[src/rtl/if_id_skid_reg_pkg.sv]
// Shared definitions for the fetch/decode skid register and its helpers.
package if_id_skid_reg_pkg;

  typedef enum logic [1:0] {
    ST_EMPTY = 2'd0,
    ST_ONE   = 2'd1,
    ST_TWO   = 2'd2
  } state_e;

  // A32 "andeq r0, r0, r0": the all-zero word executes as a NOP.
  localparam logic [31:0] ARM_NOP = 32'h0000_0000;

endpackage

[src/rtl/sat_counter.sv]
// Saturating up-counter with synchronous clear; holds at all-ones.
module sat_counter #(
  parameter int unsigned W = 16
) (
  input  logic         clk,
  input  logic         clr,
  input  logic         inc,
  output logic [W-1:0] count
);

  logic [W-1:0] count_q, count_d;

  always_comb begin
    count_d = count_q;
    if (clr) begin
      count_d = '0;
    end else if (inc && (count_q != '1)) begin
      count_d = count_q + W'(1);
    end
  end

  always_ff @(posedge clk) begin
    count_q <= count_d;
  end

  assign count = count_q;

endmodule

[src/rtl/if_id_skid_reg.sv]
// Fetch/decode pipeline register with a 2-entry skid buffer, registered in_ready,
// freeze/flush control, NOP insertion on bubbles and a saturating stall counter.
module if_id_skid_reg
  import if_id_skid_reg_pkg::*;
#(
  parameter int unsigned          PC_W      = 32,
  parameter int unsigned          DATA_W    = 32,
  parameter logic [DATA_W-1:0]    NOP_VALUE = DATA_W'(ARM_NOP),
  parameter int unsigned          CNT_W     = 16
) (
  input  logic              clk,
  input  logic              rst,
  input  logic              flush,
  input  logic              freeze,
  input  logic              in_valid,
  output logic              in_ready,
  input  logic [PC_W-1:0]   in_pc,
  input  logic [DATA_W-1:0] in_data,
  output logic              out_valid,
  input  logic              out_ready,
  output logic [PC_W-1:0]   out_pc,
  output logic [DATA_W-1:0] out_data,
  output logic [CNT_W-1:0]  stall_count
);

  state_e              state_q, state_d;
  logic [PC_W-1:0]     main_pc_q, main_pc_d, skid_pc_q, skid_pc_d;
  logic [DATA_W-1:0]   main_data_q, main_data_d, skid_data_q, skid_data_d;
  logic                push, pop, stall_inc;

  // in_ready is a function of registered state and freeze only, so no
  // combinational path runs from out_ready back to the upstream stage.
  assign in_ready  = (state_q != ST_TWO) && !freeze;
  assign out_valid = (state_q != ST_EMPTY) && !freeze;
  assign push      = in_valid && in_ready && !flush;
  assign pop       = out_valid && out_ready;

  always_comb begin
    state_d     = state_q;
    main_pc_d   = main_pc_q;
    main_data_d = main_data_q;
    skid_pc_d   = skid_pc_q;
    skid_data_d = skid_data_q;
    if (flush) begin
      state_d     = ST_EMPTY;
      main_pc_d   = '0;
      main_data_d = '0;
      skid_pc_d   = '0;
      skid_data_d = '0;
    end else if (!freeze) begin
      case (state_q)
        ST_EMPTY: begin
          if (push) begin
            state_d     = ST_ONE;
            main_pc_d   = in_pc;
            main_data_d = in_data;
          end
        end
        ST_ONE: begin
          if (push && pop) begin
            main_pc_d   = in_pc;
            main_data_d = in_data;
          end else if (push) begin
            state_d     = ST_TWO;
            skid_pc_d   = in_pc;
            skid_data_d = in_data;
          end else if (pop) begin
            state_d     = ST_EMPTY;
            main_pc_d   = '0;
            main_data_d = '0;
          end
        end
        ST_TWO: begin
          if (pop) begin
            state_d     = ST_ONE;
            main_pc_d   = skid_pc_q;
            main_data_d = skid_data_q;
            skid_pc_d   = '0;
            skid_data_d = '0;
          end
        end
        default: state_d = ST_EMPTY;
      endcase
    end
  end

  always_ff @(posedge clk) begin
    if (rst) begin
      state_q     <= ST_EMPTY;
      main_pc_q   <= '0;
      main_data_q <= '0;
      skid_pc_q   <= '0;
      skid_data_q <= '0;
    end else begin
      state_q     <= state_d;
      main_pc_q   <= main_pc_d;
      main_data_q <= main_data_d;
      skid_pc_q   <= skid_pc_d;
      skid_data_q <= skid_data_d;
    end
  end

  assign out_pc   = (state_q == ST_EMPTY) ? '0 : main_pc_q;
  assign out_data = (state_q == ST_EMPTY) ? NOP_VALUE : main_data_q;

  assign stall_inc = (state_q != ST_EMPTY) && !flush && !pop;

  sat_counter #(
    .W (CNT_W)
  ) u_stall_cnt (
    .clk   (clk),
    .clr   (rst),
    .inc   (stall_inc),
    .count (stall_count)
  );

endmodule
[config.mk]
export PLATFORM = sky130hd
export DESIGN_NAME = if_id_skid_reg
export DESIGN_NICKNAME = d
export VERILOG_FILES = /design/src/rtl/if_id_skid_reg_pkg.sv /design/src/rtl/sat_counter.sv /design/src/rtl/if_id_skid_reg.sv
export SDC_FILE = /design/constraint.sdc
export NUM_CORES = 1
export LEC_CHECK = 0
export ABC_AREA = 1
export CORE_ASPECT_RATIO = 1.4
export CORE_MARGIN = 2
export CORE_UTILIZATION = 33
export CTS_BUF_LIST = sky130_fd_sc_hd__clkbuf_4 sky130_fd_sc_hd__clkbuf_8
export CTS_CLUSTER_DIAMETER = 120
export DETAILED_ROUTE_END_ITERATION = 7
export GPL_TIMING_DRIVEN = 0
export PLACE_DENSITY = 0.68
export SLEW_MARGIN = 15
export SYNTH_ARGS = -nofsm -noshare
export SYNTH_HDL_FRONTEND = slang
export SYNTH_SLANG_ARGS = --single-unit
[constraint.sdc]
create_clock -name clk -period 1.71 [get_ports clk]
set_input_delay 0.342 -clock clk [delete_from_list [all_inputs] [get_ports clk]]
set_output_delay 0.342 -clock clk [all_outputs]
set_load 0.05 [all_outputs]
### Word-level counts from Yosys, hierarchy flattened

Index checks and enable logic that the tools add are counted.

| storage, ports and cells | value |
|---|---|
| register bits | 146 |
| bits of input ports | 70 |
| output and inout port bits | 82 |
| word-level logic and storage cells | 61 |

| cells by class | value |
|---|---|
| add/sub/neg operators | 1 |
| equal/unequal tests | 11 |
| multiplexer cells | 22 |
| bitwise logic cells | 1 |
| reductions and logical operators | 20 |

Operators by type and width:

| kind | number |
|---|---|
| two-way mux 32 bit | 12 |
| one-hot mux 32 bit (3 select lines) | 2 |
| one-hot mux 32 bit (2 select lines) | 2 |
| adder 16 x 1 -> 16 bit (second input constant) | 1 |
| != test 16 bit (second input constant) | 1 |
| two-way mux 2 bit | 5 |
| != test 2 bit (second input constant) | 5 |
| AND reduction 5 bit | 2 |
| logical AND 1 bit | 9 |
| != test 3 bit (second input constant) | 3 |
| one-hot mux 2 bit (3 select lines) | 1 |
| AND reduction 6 bit | 1 |
| nonzero test 2 bit | 2 |
| logical NOT 1 bit | 3 |
| nonzero test 3 bit | 1 |
| equality test 2 x 1 -> 1 bit (second input constant) | 1 |
| equality test 2 bit (second input constant) | 1 |
| logical NOT 2 bit | 1 |
| OR reduction 2 bit | 1 |
| NOT 1 bit | 1 |

### Longest topological paths before layout

| logic depth | value |
|---|---|
| depth after elaboration | 7 |
| gate-level depth with buffers | 12 |
| depth with buffers taken out | 11 |

### Hierarchy

From an unflattened synthesis, not the netlist that was laid out.

| unflattened totals | value |
|---|---|
| cells, all modules | 1179 |
| area, all modules | 7392.1 sq um |

Modules (own cells, without submodules):

| module | instances | cells an instance | area an instance (sq um) |
|---|---|---|---|
| if_id_skid_reg | 1 | 1021 | 6418.7 |
| sat_counter | 1 | 158 | 973.4 |

### Worst setup path after synthesis

Ideal clock, no wire load.

| path | value |
|---|---|
| path type | reg2reg |
| start point | register state_q[0] |
| end point | register skid_data_q[0] |
| library setup time | 0.070 ns |
| data arrival time | 2.240 ns |
| path slack | -0.600 ns |
| cell stages (with the launch flop) | 11 |
| buffers on the path | 1 |
| cells stage by stage | dfxtp_1 inv_1 ha_1 nor2_1 nand2_1 nor2_2 nor2_2 nand3_2 buf_2 nand2_1 a21oi_1 |

| between the ends | value |
|---|---|
| longest elaborated chain between the ends | 7 |
| elaborated cells between the ends (all ways) | 16 |
| classes of those cells | eq/ne (6); mux (1); reduce/logical (9) |

Ends and longest elaborated chain:

| element | RTL line | RTL |
|---|---|---|
| start: declaration | if_id_skid_reg.sv:26 | `state_e state_q, state_d;` |
| start signal: assignment | if_id_skid_reg.sv:95 | `state_q <= state_d;` |
| != test 2 bit * | if_id_skid_reg.sv:33 | `assign in_ready = (state_q != ST_TWO) && !freeze;` |
| logical AND 1 bit * | if_id_skid_reg.sv:33 |  |
| named net in_ready | if_id_skid_reg.sv:16 | `output logic in_ready,` |
| logical AND 1 bit * (2 in series) | if_id_skid_reg.sv:35 | `assign push = in_valid && in_ready && !flush;` |
| logical AND 1 bit | if_id_skid_reg.sv:60 | `if (push && pop) begin` |
| != test 2 bit (no line) | - |  |
| AND reduction 5 bit (no line) * | - |  |
| end signal: assignment | if_id_skid_reg.sv:99 | `skid_data_q <= skid_data_d;` |
| end: declaration | if_id_skid_reg.sv:28 | `logic [DATA_W-1:0] main_data_q, main_data_d, skid_data_q, skid_data_d;` |

The timed path passes the listed nets; every way through them passes the cells marked *.
A chain may end at the register's enable or synchronous reset.

### Worst setup path after layout

| path | value |
|---|---|
| start point | register state_q[1] |
| end point | register main_pc_q[4] |

| between the ends | value |
|---|---|
| longest elaborated chain between the ends | 7 |
| elaborated cells between the ends (all ways) | 19 |
| classes of those cells | eq/ne (7); mux (2); reduce/logical (10) |

Ends and longest elaborated chain:

| element | RTL line | RTL |
|---|---|---|
| != test 2 bit | if_id_skid_reg.sv:33 |  |
| logical AND 1 bit | if_id_skid_reg.sv:33 |  |
| logical AND 1 bit (2 in series) | if_id_skid_reg.sv:35 |  |
| logical AND 1 bit | if_id_skid_reg.sv:60 |  |
| != test 3 bit (no line) or two-way mux 32 bit (tied branches) | - |  |
| AND reduction 6 bit (no line) or one-hot mux 32 bit (3 select lines) (tied branches) | - |  |
| end signal: assignment | if_id_skid_reg.sv:96 | `main_pc_q <= main_pc_d;` |
| end: declaration | if_id_skid_reg.sv:27 | `logic [PC_W-1:0] main_pc_q, main_pc_d, skid_pc_q, skid_pc_d;` |

Several ways; a longest one is shown, not always the timed one.

==> flow_metrics.py <==
metrics = {
    "worst_setup_path": {
        "worstPathMaxFanout": 5,
        "worstPathArrival_ns": 2.45,
        "worst-setup-path-type": "register to register",
        "startpoint_type": "register",
        "crit_required_ns": 2.06,
        "endpoint_kind": "register",
    },
    "yosys": {
        "synth_area_um2": 7500,
        "ys_dominant_reg_cell": "dfxtp_1",
        "yosys_warnings": 0,
        "synth_nets": 1307,
        "synth_top_family_by_area": "simple AND/OR/NAND/NOR gates",
        "synth_fa_ha_area_share_pct": 0.834,
        "avgSynthCellArea_um2": 6.09,
        "synth-seq-cells": 146,
        "synth_mux_area_share_pct": 0,
        "synth_compound_area_share_pct": 5.57,
        "yosysTopAreaCell": "dfxtp_1",
        "synth_cell_types": 23,
        "yosys.area_share.simple_pct": 41.2,
        "synth_area_leaders": "dfxtp_1 39%, nand2_1 16%, nor2_1 14%",
        "synth_xor_area_share_pct": 0.701,
        "synth_edf_count": 0,
        "async_flop_share_pct": 0,
        "synth_top_area_share_pct": 39.0,
        "seq_area_frac_synth_pct": 39.0,
        "synth_cells": 1232,
    },
    "timing": {
        "finalMaxSlewViolations": 0,
        "tightestPinTransition_ns": 0.697,
        "setup_tns_ns": -57.59,
        "setup_violations": 197,
        "slew_headroom_pct": 53.5,
        "hold_viol": 0,
        "fmax_ghz": 0.475,
        "skew_ns": 0.0123,
        "fin_hold_ws_ns": 0.462,
        "fin_crit_sh_pct": 123,
        "rsz0062_at_grt": "yes",
        "fin_ws_ns": -0.394,
        "min_period_ns": 2.10,
    },
    "detailed_routing": {
        "drt_iter0_markers": 419,
        "wl_per_cell_um": 14.9,
        "via_count": 8375,
        "ant_nets": 0,
        "drt-total-wl_um": 26400,
        "drc": 0,
        "viasPerCell": 4.73,
        "first_pass_iters": 7,
    },
    "outcome": {
        "status": "finished, violations left",
        "violations": "negative setup slack",
    },
    "finish": {
        "final_layout_size_suffix_gt1_share_pct": 36.4,
        "fin_area_um2": 12600,
        "area_growth_pct": 68.2,
        "fin_nets": 1530,
        "diodes": 0,
        "instances_no_fill": 1769,
    },
    "floorplan": {
        "coreArea_um2": 22400,
        "row_count": 65,
        "initial_core_util_pct": 33.4,
        "fp.dieW_um": 131,
        "die-area_um2": 24000,
        "ios": 152,
        "die_h_um": 182,
    },
    "grt": {
        "antenna_found_initial": 0,
        "grt_util_met1_pct": 21.1,
        "grt.overflow.total": 0,
        "grt_max_degree": 17,
        "use_met3_pct": 4.08,
        "top_usage_layer": "met2",
        "grt_use_met2_pct": 35.6,
        "grt_usage_pct": 18.9,
        "first_global_vias": 7438,
        "grt_first_pass_wirelength_um": 36500,
    },
    "clock_network": {
        "h-tree-depth": 4,
        "cts.path.max_buffers": 2,
        "cts_tree": "built",
        "clock_latency_ns": 0.46,
        "clockRootBuffer": "clkbuf_8",
        "cts_buffers": 17,
        "path_clk_slew_ns": 0.09,
        "cts.sinks": 146,
    },
    "placed_design": {
        "gp_congestion": 0.847,
        "dp_cells": 1684,
        "dpl_cell_area_um2": 9950,
        "dp_slack_ns": -1.29,
        "portBuffers": 151,
        "hpwl_um": 16100,
    },
    "min_path": {
        "hp-class": "register to register",
    },
    "job": {
        "drv_cap": 0,
    },
    "pwr": {
        "p_leak_nw": 4.84,
        "peakVddDrop_mv": 0.483,
        "powerDensity_nw_per_um2": 619,
    },
}
==> flip-flops by register name, summed over array words and instances, names as in the netlist <==
register           flops
main_pc_q             32
u_stall_cnt.count     16
main_data_q           32
state_q                2
skid_data_q           32
skid_pc_q             32
==> cell usage after synthesis (5+ instances only) <==
master    count
inv_2         6
nor2_1      287
dfxtp_1     146
nand3_1     141
nand4_1       5
inv_1       146
clkbuf_1     23
nor2_2        6
nand2_1     321
buf_4        15
a21oi_1      79
buf_2        34
ha_1          5
==> per-layer routing <==
layer  vias up  part of all wire [%]
met1      3920                    39
met4         0                   1.4
met5         -                     0
li1       4205                     -
met3        32                   4.4
met2       218                    55
==> per-stage QoR <==
step                      util (%)  total power, mW
after global routing          56.2             8.07
after detailed placement      44.3             4.43
after CTS                     48.3             7.52
final                         56.2             7.80
after global placement        44.3             4.43
after floorplan                  -             4.07
==> timing repair <==
item / 4_1_cts / 5_1_grt
endpoints found under the hold margin: 0 / 0
buffers inserted: 7 / 22
resized for setup: 576 / 339
hold buffers: 0 / 0
setup endpoints to repair: 223 / 217
gates cloned: 2 / 22
pin swaps: 9 / 157
==> logic make-up (layout without fill, tap and decap cells) <==
group	Yosys count	after routing
fa+ha+maj	5	5
compound gates	83	83
buf+inv	227	460
flops	146	146
xor+xnor	6	6
simple gates	765	768
==> power by group <==
group          switching (mW)  leakage (nW)  total (mW)  internal (mW)
Combinational           0.733          3.44        1.32          0.590
Sequential             0.0119          1.18        3.44           3.43
Clock                    1.49         0.212        3.04           1.55
==> cells in the final DEF (no fill, tap or decap), drive strengths merged <==
master	Yosys	layout
clkdlybuf4s50	0	69
buf	52	155
nor2	293	294
nand3b	1	1
bufinv	0	3
a21oi	79	79
clkbuf	23	63
inv	152	156
nand2	323	323
xnor2	3	3
ha	5	5
xor2	3	3
clkinvlp	0	3
clkdlybuf4s15	0	7
nor3	1	1
dfxtp	146	146
nand3	142	144
nand4	5	5
clkdlybuf4s18	0	1
o21bai	1	1
clkinv	0	3
o21ai	3	3
==> area by class of cell <==
type,count,area (µm²)
flip-flops and latches,146,2940
clock buffers,19,262
plain buffers,75,776
fillers,2101,9840
clock inverters,13,173
inverters,152,583
repair buffers,201,2330
multi-input cells,862,5170
well taps,301,377
==> worst max-delay path, cell delays in order (launching register included) <==
cell       delay (ns)
dfxtp_4          0.38
inv_4            0.04
ha_4             0.18
buf_6            0.12
nor2_4           0.13
nand2_4          0.08
nand2_4          0.09
inv_4            0.05
nor2_4           0.28
clkbuf_16        0.24
clkbuf_16        0.14
nand3_1          0.07
nor2_1           0.12
nor2_1           0.06
==> final timing paths <==
check | endpoint | from | cells after the start | slack (ns)
max | main_pc_q[4]$_SDFFE_PP0P_ | state_q[1]$_SDFFE_PP0P_ | 13 | -0.39
min reg2reg | skid_pc_q[19]$_SDFFE_PP0P_ | skid_pc_q[19]$_SDFFE_PP0P_ | 2 | 0.46
max reg2reg | main_pc_q[4]$_SDFFE_PP0P_ | state_q[1]$_SDFFE_PP0P_ | 13 | -0.39
min | skid_pc_q[19]$_SDFFE_PP0P_ | skid_pc_q[19]$_SDFFE_PP0P_ | 2 | 0.46
Power figures use the tool's default switching activity.
